[src/rtl/ex_muldiv_seq.sv]
// Purpose: iterative unsigned MUL/MULHU/DIVU/REMU unit sitting beside the EX-stage ALU.
// Latency: WIDTH+1 cycles from accepted start to done; divide-by-zero finishes in 1 cycle.
// Backpressure: stall freezes IF/ID/EX from the cycle start is seen until the done cycle.
//
// Ports:
//   clk, rst_n      rising-edge clock, asynchronous active-low reset
//   start, op       request from EX (op: 00 MUL, 01 MULHU, 10 DIVU, 11 REMU), sampled in IDLE
//   opA, opB        forwarded operands, captured when the request is accepted
//   flush           kill the in-flight operation (taken branch/jump ahead of EX)
//   stall           combinational pipeline hold
//   busy, done      CALC-state decode, one-cycle result-valid pulse
//   result          selected result, held until the next completed operation
module ex_muldiv_seq #(
    parameter int WIDTH = 32
) (
    input  logic             clk,
    input  logic             rst_n,
    input  logic             start,
    input  logic [1:0]       op,
    input  logic [WIDTH-1:0] opA,
    input  logic [WIDTH-1:0] opB,
    input  logic             flush,
    output logic             stall,
    output logic             busy,
    output logic             done,
    output logic [WIDTH-1:0] result
);

    localparam int CNT_W = 6;
    localparam logic [CNT_W-1:0] LAST_CNT = CNT_W'(WIDTH - 1);

    typedef enum logic [1:0] {
        S_IDLE = 2'd0,
        S_CALC = 2'd1,
        S_DONE = 2'd2
    } state_t;

    state_t state, state_nxt;

    logic [1:0]         op_q;
    logic [CNT_W-1:0]   cnt;
    logic [2*WIDTH-1:0] prod;     // multiply accumulator, shifted right as bits retire
    logic [WIDTH-1:0]   mcand;
    logic [WIDTH-1:0]   mplier;   // consumed LSB first
    logic [WIDTH-1:0]   rem;
    logic [WIDTH-1:0]   quo;      // starts as dividend, quotient bits shift in at the bottom
    logic [WIDTH-1:0]   dvsr;

    logic               accept;
    logic               div_by_zero;
    logic [WIDTH:0]     mul_sum;
    logic [2*WIDTH-1:0] prod_nxt;
    logic [WIDTH:0]     div_trial;
    logic               div_ok;
    logic [WIDTH-1:0]   rem_nxt;
    logic [WIDTH-1:0]   quo_nxt;
    logic [WIDTH-1:0]   calc_res;

    assign accept      = (state == S_IDLE) && start && !flush;
    assign div_by_zero = op[1] && (opB == '0);

    // One iteration of each algorithm. The final iteration's values feed the
    // result register directly so result is valid on entry to DONE.
    always_comb begin
        mul_sum   = {1'b0, prod[2*WIDTH-1:WIDTH]} + {1'b0, (mplier[0] ? mcand : {WIDTH{1'b0}})};
        prod_nxt  = {mul_sum, prod[WIDTH-1:1]};
        // rem < dvsr always holds, so bit WIDTH of the trial is a clean sign bit.
        div_trial = {rem, quo[WIDTH-1]} - {1'b0, dvsr};
        div_ok    = ~div_trial[WIDTH];
        rem_nxt   = div_ok ? div_trial[WIDTH-1:0] : {rem[WIDTH-2:0], quo[WIDTH-1]};
        quo_nxt   = {quo[WIDTH-2:0], div_ok};
        case (op_q)
            2'b00:   calc_res = prod_nxt[WIDTH-1:0];
            2'b01:   calc_res = prod_nxt[2*WIDTH-1:WIDTH];
            2'b10:   calc_res = quo_nxt;
            default: calc_res = rem_nxt;
        endcase
    end

    always_ff @(posedge clk or negedge rst_n) begin
        if (!rst_n) begin
            state <= S_IDLE;
        end else begin
            state <= state_nxt;
        end
    end

    always_comb begin
        state_nxt = state;
        stall     = 1'b0;
        busy      = 1'b0;
        done      = 1'b0;
        case (state)
            S_IDLE: begin
                stall = start && !flush;
                if (accept) begin
                    state_nxt = div_by_zero ? S_DONE : S_CALC;
                end
            end
            S_CALC: begin
                stall = 1'b1;
                busy  = 1'b1;
                if (flush) begin
                    state_nxt = S_IDLE;
                end else if (cnt == LAST_CNT) begin
                    state_nxt = S_DONE;
                end
            end
            S_DONE: begin
                done      = 1'b1;
                state_nxt = S_IDLE;
            end
            default: begin
                state_nxt = S_IDLE;
            end
        endcase
    end

    always_ff @(posedge clk or negedge rst_n) begin
        if (!rst_n) begin
            op_q   <= '0;
            cnt    <= '0;
            prod   <= '0;
            mcand  <= '0;
            mplier <= '0;
            rem    <= '0;
            quo    <= '0;
            dvsr   <= '0;
            result <= '0;
        end else begin
            case (state)
                S_IDLE: begin
                    if (accept) begin
                        op_q <= op;
                        cnt  <= '0;
                        if (!op[1]) begin
                            prod   <= '0;
                            mcand  <= opA;
                            mplier <= opB;
                        end else if (!div_by_zero) begin
                            rem  <= '0;
                            quo  <= opA;
                            dvsr <= opB;
                        end else begin
                            result <= op[0] ? opA : {WIDTH{1'b1}};
                        end
                    end
                end
                S_CALC: begin
                    if (!flush) begin
                        cnt <= cnt + CNT_W'(1);
                        if (!op_q[1]) begin
                            prod   <= prod_nxt;
                            mplier <= mplier >> 1;
                        end else begin
                            rem <= rem_nxt;
                            quo <= quo_nxt;
                        end
                        if (cnt == LAST_CNT) begin
                            result <= calc_res;
                        end
                    end
                end
                default: begin
                end
            endcase
        end
    end

endmodule
[config.mk]
export PLATFORM = sky130hd
export DESIGN_NAME = ex_muldiv_seq
export DESIGN_NICKNAME = d
export VERILOG_FILES = /design/src/rtl/ex_muldiv_seq.sv
export SDC_FILE = /design/constraint.sdc
export NUM_CORES = 1
export LEC_CHECK = 0
export ABC_CLOCK_PERIOD_IN_PS = 3600
export BUFFER_PORTS_ARGS = -buffer_cell sky130_fd_sc_hd__buf_4
export CORE_ASPECT_RATIO = 1.4
export CORE_MARGIN = 3
export CORE_UTILIZATION = 30
export DETAILED_ROUTE_END_ITERATION = 10
export GPL_ROUTABILITY_DRIVEN = 0
export SKIP_LAST_GASP = 1
export SYNTH_ARGS = -nofsm -noshare
export SYNTH_HDL_FRONTEND = slang
export SYNTH_SLANG_ARGS = --single-unit
[constraint.sdc]
create_clock -name clk -period 3.6 [get_ports clk]
set_input_delay 0.72 -clock clk [delete_from_list [all_inputs] [get_ports clk]]
set_output_delay 0.72 -clock clk [all_outputs]
set_load 0.03 [all_outputs]
# Word level (Yosys, flattened, before mapping)
# Index checks and enable logic that the tools add are counted.
[word_totals]
register_bits = 266
in_bits = 70
word_cells = 91
[classes]
n_addsub = 3
eq_ne = 15
muxes = 43
bitwise = 3
n_reduce_logical = 17
[op_table]
columns = ["cell", "count"]
rows = [
  ["32-bit 2-to-1 mux", 22],
  ["64-bit 2-to-1 mux", 4],
  ["32-bit one-hot mux with 2 select lines", 4],
  ["64-bit one-hot mux with 2 select lines", 1],
  ["32-bit one-hot mux with 3 select lines", 1],
  ["32-bit by 32-bit adder with 33-bit output", 1],
  ["33-bit by 32-bit subtractor with 33-bit output", 1],
  ["32-bit logical NOT", 1],
  ["2-bit != test, second input constant", 9],
  ["6-bit 2-to-1 mux", 2],
  ["6-bit one-hot mux with 2 select lines", 1],
  ["6-bit AND reduction", 2],
  ["2-bit 2-to-1 mux", 4],
  ["6-bit by 1-bit adder with 6-bit output, second input constant", 1],
  ["6-bit by 5-bit == test with 1-bit output, second input constant", 1],
  ["3-bit AND reduction", 2],
  ["5-bit AND reduction", 1],
  ["2-bit by 1-bit == test with 1-bit output, second input constant", 2],
  ["2-bit == test, second input constant", 2],
  ["1-bit logical AND", 4],
  ["2-bit logical NOT", 2],
  ["2-bit one-hot mux with 2 select lines", 1],
  ["2-bit AND reduction", 2],
  ["4-bit AND reduction", 1],
  ["other kinds (6)", 9],
]

# Longest topological paths before layout
# Gate-level depths: netlist of run 1.
[depth]
ltp_word = 6
depth_mapped = 15
ltp_nobuf = 13

# Worst setup path after synthesis of run 1
# No wires, ideal clock.
[synth_path]
path_type = "register to register"
startpoint = "reg mplier[0]"
endpoint = "reg result[29]"
setup_time_ns = 0.119
arrival_time_ns = 3.000
slack_ns = 0.481
path_stages_with_launch = 14
n_path_buf = 1
cell_sequence = "dfrtp_1 clkbuf_1 and2_1 ha_1 fa_1 a211oi_1 o211ai_1 a21oi_1 o21ai_0 o21ai_0 nand2_1 o311a_1 o31ai_1 o21ba_2"
[synth_between]
elab_chain_cells = 6
[synth_lines]
columns = ["element", "line_no", "text"]
rows = [
  ["start, declared", "44", "logic [WIDTH-1:0] mplier;"],
  ["start signal, assigned", "139", "mplier <= opB;"],
  ["start signal, assigned", "154", "mplier <= mplier >> 1;"],
  ["32-bit 2-to-1 mux", "65", "mul_sum = {1'b0, prod[2*WIDTH-1:WIDTH]} + {1'b0, (mplier[0] ? mcand : {WIDTH{1'b0}})};"],
  ["32-bit by 32-bit adder with 33-bit output", "65", ""],
  ["32-bit one-hot mux with 3 select lines", "72", "case (op_q)"],
  ["32-bit 2-to-1 mux", "159", "if (cnt == LAST_CNT) begin"],
  ["32-bit 2-to-1 mux", "150", "if (!flush) begin"],
  ["32-bit one-hot mux with 2 select lines", "131", "case (state)"],
  ["end signal, assigned", "145", "result <= op[0] ? opA : {WIDTH{1'b1}};"],
  ["end signal, assigned", "160", "result <= calc_res;"],
  ["end, declared", "26", "output logic [WIDTH-1:0] result"],
]
# No other way between the ends. The select of a mux whose other input is x is not followed.
# A chain may end at the register's enable or synchronous reset.

# Worst setup path in the final report of run 1
[layout_path]
startpoint = "reg quo[31]"
endpoint = "reg result[16]"
[layout_between]
elab_chain_cells = 6
[layout_lines]
columns = ["element", "line_no", "text"]
rows = [
  ["start, declared", "46", "logic [WIDTH-1:0] quo;"],
  ["start signal, assigned", "142", "quo <= opA;"],
  ["start signal, assigned", "157", "quo <= quo_nxt;"],
  ["33-bit by 32-bit subtractor with 33-bit output", "68", "div_trial = {rem, quo[WIDTH-1]} - {1'b0, dvsr};"],
  ["32-bit 2-to-1 mux", "70", "rem_nxt = div_ok ? div_trial[WIDTH-1:0] : {rem[WIDTH-2:0], quo[WIDTH-1]};"],
  ["32-bit one-hot mux with 3 select lines", "72", ""],
  ["32-bit 2-to-1 mux", "159", ""],
  ["32-bit 2-to-1 mux", "150", ""],
  ["32-bit one-hot mux with 2 select lines", "131", ""],
]
# No other way between the ends. The select of a mux whose other input is x is not followed.

==> flow_metrics.env, run 1 <==
export IMPL_ant_nets=0
export IMPL_yosysMostFrequentCell="nand2_1"
export IMPL_finClkSkew_ns=0.0151
export IMPL_wirelength_um=51500
export IMPL_arrival_ns=3.90
export IMPL_finalCritPeriodShare_pct=95.6
export IMPL_core_um2=52600
export IMPL_drc=0
export IMPL_slew_headroom_pct=44.8
export IMPL_drtPass1Iterations=5
export IMPL_hpwl_um=38700
export IMPL_drv_slew=0
export IMPL_yosysWarnings=0
export IMPL_setup_viol=0
export IMPL_ys_ff_latch=265
export IMPL_root_buffer="clkbuf_16"
export IMPL_grt_pass1_vias=14000
export IMPL_synth_cells=1785
export IMPL_design_die_area_um2=56600
export IMPL_ys_seq_area_share_pct=41.1
export IMPL_whs_ns=0.212
export IMPL_required_ns=4.06
export IMPL_reg2reg_slack_ns=0.16
export IMPL_tightest_slew_ns=0.826
export IMPL_multi_input_comb_area_um2=8940
export IMPL_synth_cell_area_um2=16100
export IMPL_yosys_area_top_type="dfrtp_1"
export IMPL_gr_usage_all_layers_pct=17.9
export IMPL_path_max_fanout=15
export IMPL_fp_dieH_um=280
export IMPL_antenna_cells=0
export IMPL_slowest_stage="fa_1"
export IMPL_layout_drive_gt1_share_pct=17.3
export IMPL_clock_latency_ns=0.57
export IMPL_hold_class="input port to async pin"
export IMPL_via_per_inst=5.28
export IMPL_final_setup_tns_ns=0
export IMPL_vias=13800
export IMPL_rr_startpoint="quo[31]"
export IMPL_leakagePower_uw=0.00875
export IMPL_layout_setup_ws_ns=0.160
export IMPL_ys_flop_type="dfrtp_1"
export IMPL_hold_viol=0
export IMPL_ys_types=81
export IMPL_drt_initial_drc_count=820
export IMPL_pin_count=105
export IMPL_wl_per_cell_um=19.7
export IMPL_path_common_cell="inv_1"
export IMPL_min_period_ns=3.44
export IMPL_rsz0062_at_grt="false"
export IMPL_io_buffers=104
export IMPL_avgSynthCellArea_um2=9.04
export IMPL_ys_async_sr_fraction_pct=100
export IMPL_status="complete, no violations"
export IMPL_cp_start_kind="flip-flop"
export IMPL_rows=99
export IMPL_synth_edff_count=0
export IMPL_cpPeakStageDelay_ns=0.42
export IMPL_postCtsHoldBufs=0
export IMPL_antenna_found_initial=1
export IMPL_fp_dieW_um=202
export IMPL_synth_common_cells="nand2_1, dfrtp_1, o21ai_0, mux2i_1"
export IMPL_cts_tree="done"
export IMPL_cts_htree_levels=1
export IMPL_post_place_ws_ns=-0.0315
export IMPL_grt_max_degree=100
export IMPL_area_growth_pct=18.0
export IMPL_r2r_cells=14
export IMPL_clkSinkCount=265
export IMPL_start_util_pct=30.6
export IMPL_fmax_mhz=291
export IMPL_ir_worst_vdd_uv=359
export IMPL_path_cells="inv_1, ha_1, inv_1, fa_1, a211oi_1, o21ai_1, o211ai_2, a21bo_2, a31oi_4, nor2_8, buf_4, mux2i_1, nand3_1, a32o_1"
export IMPL_crit_type="flip-flop to flip-flop"
export IMPL_synth_area_top_cells="dfrtp_1, o21ai_0, nand2_1, mux2i_1, ha_1"
export IMPL_yosys_area_top_type_share_pct=41.1
export IMPL_cts_inserted_buffers=28
export IMPL_syn_nets=1922
export IMPL_cellPowerDensity_nw_per_um2=579
export IMPL_r2r_end="result[16]"
export IMPL_grt_overflow_total=0
export IMPL_cts_max_path_buffers=3
export IMPL_nNetsFinal=2029
export IMPL_max_cap_viol_count=0
export IMPL_clk_pin_slew_ns=0.07
export IMPL_grt_pass1_wl_um=80900
export IMPL_critPathCaptureType="flip-flop"
export IMPL_fillCellCount=5370
export IMPL_seq_area_um2=6630
kinds of logic (layout without fill, tap and decap cells):
group,Yosys count,after routing,share of synthesized area [%]
flops,265,265,41.1
xor+xnor,53,53,2.88
compound gates,539,539,21.0
simple gates,550,550,15.6
mux,159,159,10.4
buf+inv,152,279,3.80
fa+ha+maj,67,67,5.29
worst max-delay path: cells and delay by family, from the launching register on:
kind / cells / cell delay [ns]
DFF: 1 / 0.39
AOI/OAI and AO/OA: 6 / 1.25
adders and majority gates: 2 / 0.60
and+or+nand+nor: 2 / 0.32
muxes: 1 / 0.35
buffers and inverters: 3 / 0.42
how the worst max path moves through the flow:
stage | startpoint | slack, ns | endpoint
6_report | quo[31] | 0.16 | result[16]
5_1_grt | quo[31] | 0.001 | result[16]
4_1_cts | quo[31] | 0.05 | result[16]
3_5_place_dp | opB[28] | -0.03 | result[26]
3_3_place_gp | opB[28] | -0.008 | result[26]
2_1_floorplan | mplier[0] | 0.48 | result[29]
layer usage:
layer	vias to the layer above	global-route usage (%)	share of wire (%)
met1	6817	22.1	42
li1	6574	-	-
met2	343	32.3	50
met5	-	0	0.016
met4	2	5.89	3.2
met3	87	2.15	4.8
flip-flops by register name (all words and copies together) (netlist names):
| signal | count |
|---|---|
| quo | 32 |
| prod | 63 |
| dvsr | 32 |
| state | 2 |
| op_q | 2 |
| result | 32 |
| cnt | 6 |
| mcand | 32 |
| mplier | 32 |
| rem | 32 |
final cells by class:
cell class                      instances  share of cell area (%)
Inverter                               48                   0.947
Tap cell                              707                    4.65
Multi-Input combinational cell       1368                    47.0
Clock inverter                          9                   0.500
Clock buffer                           41                    4.42
Sequential cell                       265                    34.8
Timing Repair Buffer                  181                    7.64
through the flow:
step / instance area (µm²) / power (µW) / utilization [%] / std cells
global placement: 18000 / 7930 / 34.2 / 2561
CTS: 19000 / 11000 / 36.0 / 2611
global route: 19000 / 11700 / 36.2 / 2619
finish: 19000 / 11000 / 36.2 / 2619
detailed placement: 18000 / 8020 / 34.2 / 2561
floorplan: 16100 / 6760 / - / 1785
where the power goes:
group	total (µW)	internal [µW]	switching, µW	leakage [µW]
sequential	4030	3630	401	0.00344
combinational	4000	1620	2380	0.00484
clock	2990	1750	1240	0.000469
total	11000	6990	4020	0.00875
placed cells by master (no fill, tap or decap), types with 24 or more instances in the layout:
cell type	count
nand2_1	288
dfrtp_1	264
o21ai_0	242
buf_4	173
mux2i_1	96
a21oi_1	76
nor2_1	75
ha_1	65
mux2_2	63
inv_1	44
and2_1	42
a22o_1	33
nand3_1	31
clkbuf_16	29
a21o_1	28
xnor2_1	27
xor2_1	26
nor3_1	24
repair_timing:
action | 4_1_cts | 5_1_grt
buffers inserted | 0 | 8
resized for setup | 0 | 3
endpoints found under the setup margin | 0 | 16
No activity file was read; power rests on OpenSTA's default activity.
==> inputs of run 2 (changes only) <==
ABC_AREA = 1   (was default)
==> flow_metrics.env, run 2 <==
export IMPL_post_dp_cell_area_um2=19400
export IMPL_synth_common_cells="nand2_1, inv_1, dfrtp_1, a21oi_1, nor2_1"
export IMPL_root_buffer="clkbuf_16"
export IMPL_cts_resized_gates=0
export IMPL_clkPwrFrac_pct=19.4
export IMPL_syn_nets=2765
export IMPL_seqPwrFrac_pct=30.2
export IMPL_synthSimpleGateAreaFrac_pct=29.0
export IMPL_hpwl_um=42800
export IMPL_fp_dieH_um=295
export IMPL_drv_slew=0
export IMPL_pin_count=105
export IMPL_cts_inserted_buffers=29
export IMPL_p_total_uw=16200
export IMPL_max_cap_viol_count=0
export IMPL_power_frac_comb_pct=50.5
export IMPL_synth_compound_area_share_pct=15.0
export IMPL_hold_class="input port to async pin"
export IMPL_cts_setup_buffers=0
export IMPL_place_inst=3407
export IMPL_finalCritPeriodShare_pct=81.4
export IMPL_crit_type="flip-flop to flip-flop"
export IMPL_start_util_pct=30.4
export IMPL_finClkSkew_ns=0.0232
export IMPL_grt_pass1_wl_um=88200
export IMPL_p_switching_uw=7540
export IMPL_rows=105
export IMPL_synth_fa_ha_area_share_pct=4.78
export IMPL_slew_headroom_pct=23.5
export IMPL_wirelength_um=55500
export IMPL_ir_worst_vdd_uv=457
export IMPL_synth_top_family_by_area="simple AND/OR/NAND/NOR gates"
export IMPL_clkSinkCount=265
export IMPL_leakagePower_uw=0.0108
export IMPL_min_period_ns=2.93
export IMPL_seq_area_um2=6630
export IMPL_drt_initial_drc_count=1041
export IMPL_setup_viol=0
export IMPL_ys_seq_area_share_pct=37.1
export IMPL_ys_flop_type="dfrtp_1"
export IMPL_cp_start_kind="flip-flop"
export IMPL_drtPass1Iterations=6
export IMPL_drc=0
export IMPL_largest_register_ffs=63
export IMPL_synth_cells=2628
export IMPL_core_um2=58700
export IMPL_ys_ff_latch=265
export IMPL_final_setup_tns_ns=0
export IMPL_gr_usage_all_layers_pct=17.7
export IMPL_area_growth_pct=14.2
export IMPL_fp_dieW_um=212
export IMPL_multi_input_comb_area_um2=9010
export IMPL_ys_types=47
export IMPL_final_cell_mix="nand2_1, inv_1, dfrtp_1, a21oi_1, nor2_1"
export IMPL_synth_area_top_cells="dfrtp_1, nand2_1, inv_1, a21oi_1, ha_1"
export IMPL_cellPowerDensity_nw_per_um2=797
export IMPL_status="complete, no violations"
export IMPL_clk_pin_slew_ns=0.06
export IMPL_grt_pass1_vias=16400
export IMPL_cts_max_path_buffers=3
export IMPL_fmax_mhz=341
export IMPL_p_int_uw=8700
export IMPL_regMostFlops="prod"
export IMPL_wl_per_cell_um=16.0
export IMPL_synth_xor_area_share_pct=1.37
export IMPL_cts_htree_levels=1
export IMPL_ant_nets=0
export IMPL_arrival_ns=3.42
export IMPL_synth_edff_count=0
export IMPL_nNetsFinal=2826
export IMPL_design_area_um2=20400
export IMPL_fillCellCount=6347
export IMPL_final_common_cell="nand2_1"
export IMPL_avgSynthCellArea_um2=6.80
export IMPL_grt_overflow_total=0
export IMPL_postCtsHoldBufs=0
export IMPL_vias=16600
export IMPL_p_sw_share_pct=46.4
export IMPL_reg2reg_slack_ns=0.67
export IMPL_via_per_inst=4.79
export IMPL_yosys_area_top_type="dfrtp_1"
export IMPL_design_die_area_um2=62500
export IMPL_yosysWarnings=0
export IMPL_io_buffers=104
export IMPL_yosysMostFrequentCell="nand2_1"
export IMPL_muxShareOfSynthArea_pct=0.126
export IMPL_layout_drive_gt1_share_pct=10.4
export IMPL_hold_viol=0
export IMPL_cts_tree="done"
export IMPL_required_ns=4.09
export IMPL_tightest_slew_ns=1.14
export IMPL_antenna_found_initial=1
export IMPL_yosys_area_top_type_share_pct=37.1
export IMPL_clock_latency_ns=0.58
export IMPL_grt_max_degree=82
export IMPL_ys_async_sr_fraction_pct=100
export IMPL_critPathCaptureType="flip-flop"
export IMPL_synth_cell_area_um2=17900
export IMPL_rsz0062_at_grt="false"
export IMPL_path_max_fanout=32
export IMPL_finalNonFillerCells=3459
## run 2: power by group through the flow
stage / logic, µW / clock network [µW] / registers [µW]
final: 8200 / 3140 / 4910
after global routing: 9240 / 3330 / 5040
after CTS: 8230 / 3230 / 4900
after detailed placement: 8200 / 0 / 4940
after global placement: 8110 / 0 / 4930
after floorplan: 5630 / 0 / 5000
## run 2: kinds of logic (layout without fill, tap and decap cells)
group	count (synthesis)	after routing
XOR/XNOR	28	28
adder cells (fa/ha/maj)	67	67
flip-flops	265	265
buffers and inverters	565	646
multiplexers	2	2
other	0	1
AND/OR/NAND/NOR	1245	1245
AO/OA/AOI/OAI	456	456
## run 2: metrics by stage
stage | utilization (%) | hold slack (ns) | setup WS [ns]
after floorplan | - | 0.424 | 1.11
after global placement | 33.0 | 0.456 | 0.589
after detailed placement | 33.0 | 0.460 | 0.505
after CTS | 34.7 | 0.0962 | 0.653
after global routing | 34.7 | 0.119 | 0.429
final | 34.7 | 0.0931 | 0.668
## run 2: area by class of cell
class | count | share of cell area, %
antenna | 1 | 0.0123
timing repair buffer | 130 | 5.25
clock inverter | 13 | 0.810
clock buffer | 38 | 4.07
inverter | 465 | 8.57
multi-input combinational | 1798 | 44.2
tap | 749 | 4.60
sequential | 265 | 32.5
## run 2: metal layers
layer  GRT usage [%]  share of wire, %  up-vias
met4            7.14               4.1        0
met2            32.7                51      327
met1            20.9                41     7761
met5               0                 0        -
met3            1.57               3.5      103
li1                -                 -     8392
## run 2: critical path, stage by stage, from the launching register on
cell	delay, ns
dfrtp_1	0.39
inv_1	0.08
ha_1	0.15
inv_1	0.08
fa_1	0.42
nand2_1	0.10
nand2_1	0.06
nand3_1	0.10
nand2_2	0.11
nand2_2	0.09
nand2_4	0.06
nand2_4	0.09
nand3_2	0.10
nand2_4	0.40
nand2_1	0.13
nand3_1	0.14
nand2_1	0.19
a21oi_2	0.15
## run 2: final timing paths
kind                       startpoint  cells past startpoint         end
min in group clk               opA[6]                      3    mcand[6]
min reg2reg                  mcand[8]                      2    mcand[8]
max                           quo[31]                     17  result[23]
min                             rst_n                      1   mplier[3]
max reg2reg                   quo[31]                     17  result[23]
max in group asynchronous       rst_n                      2    prod[56]
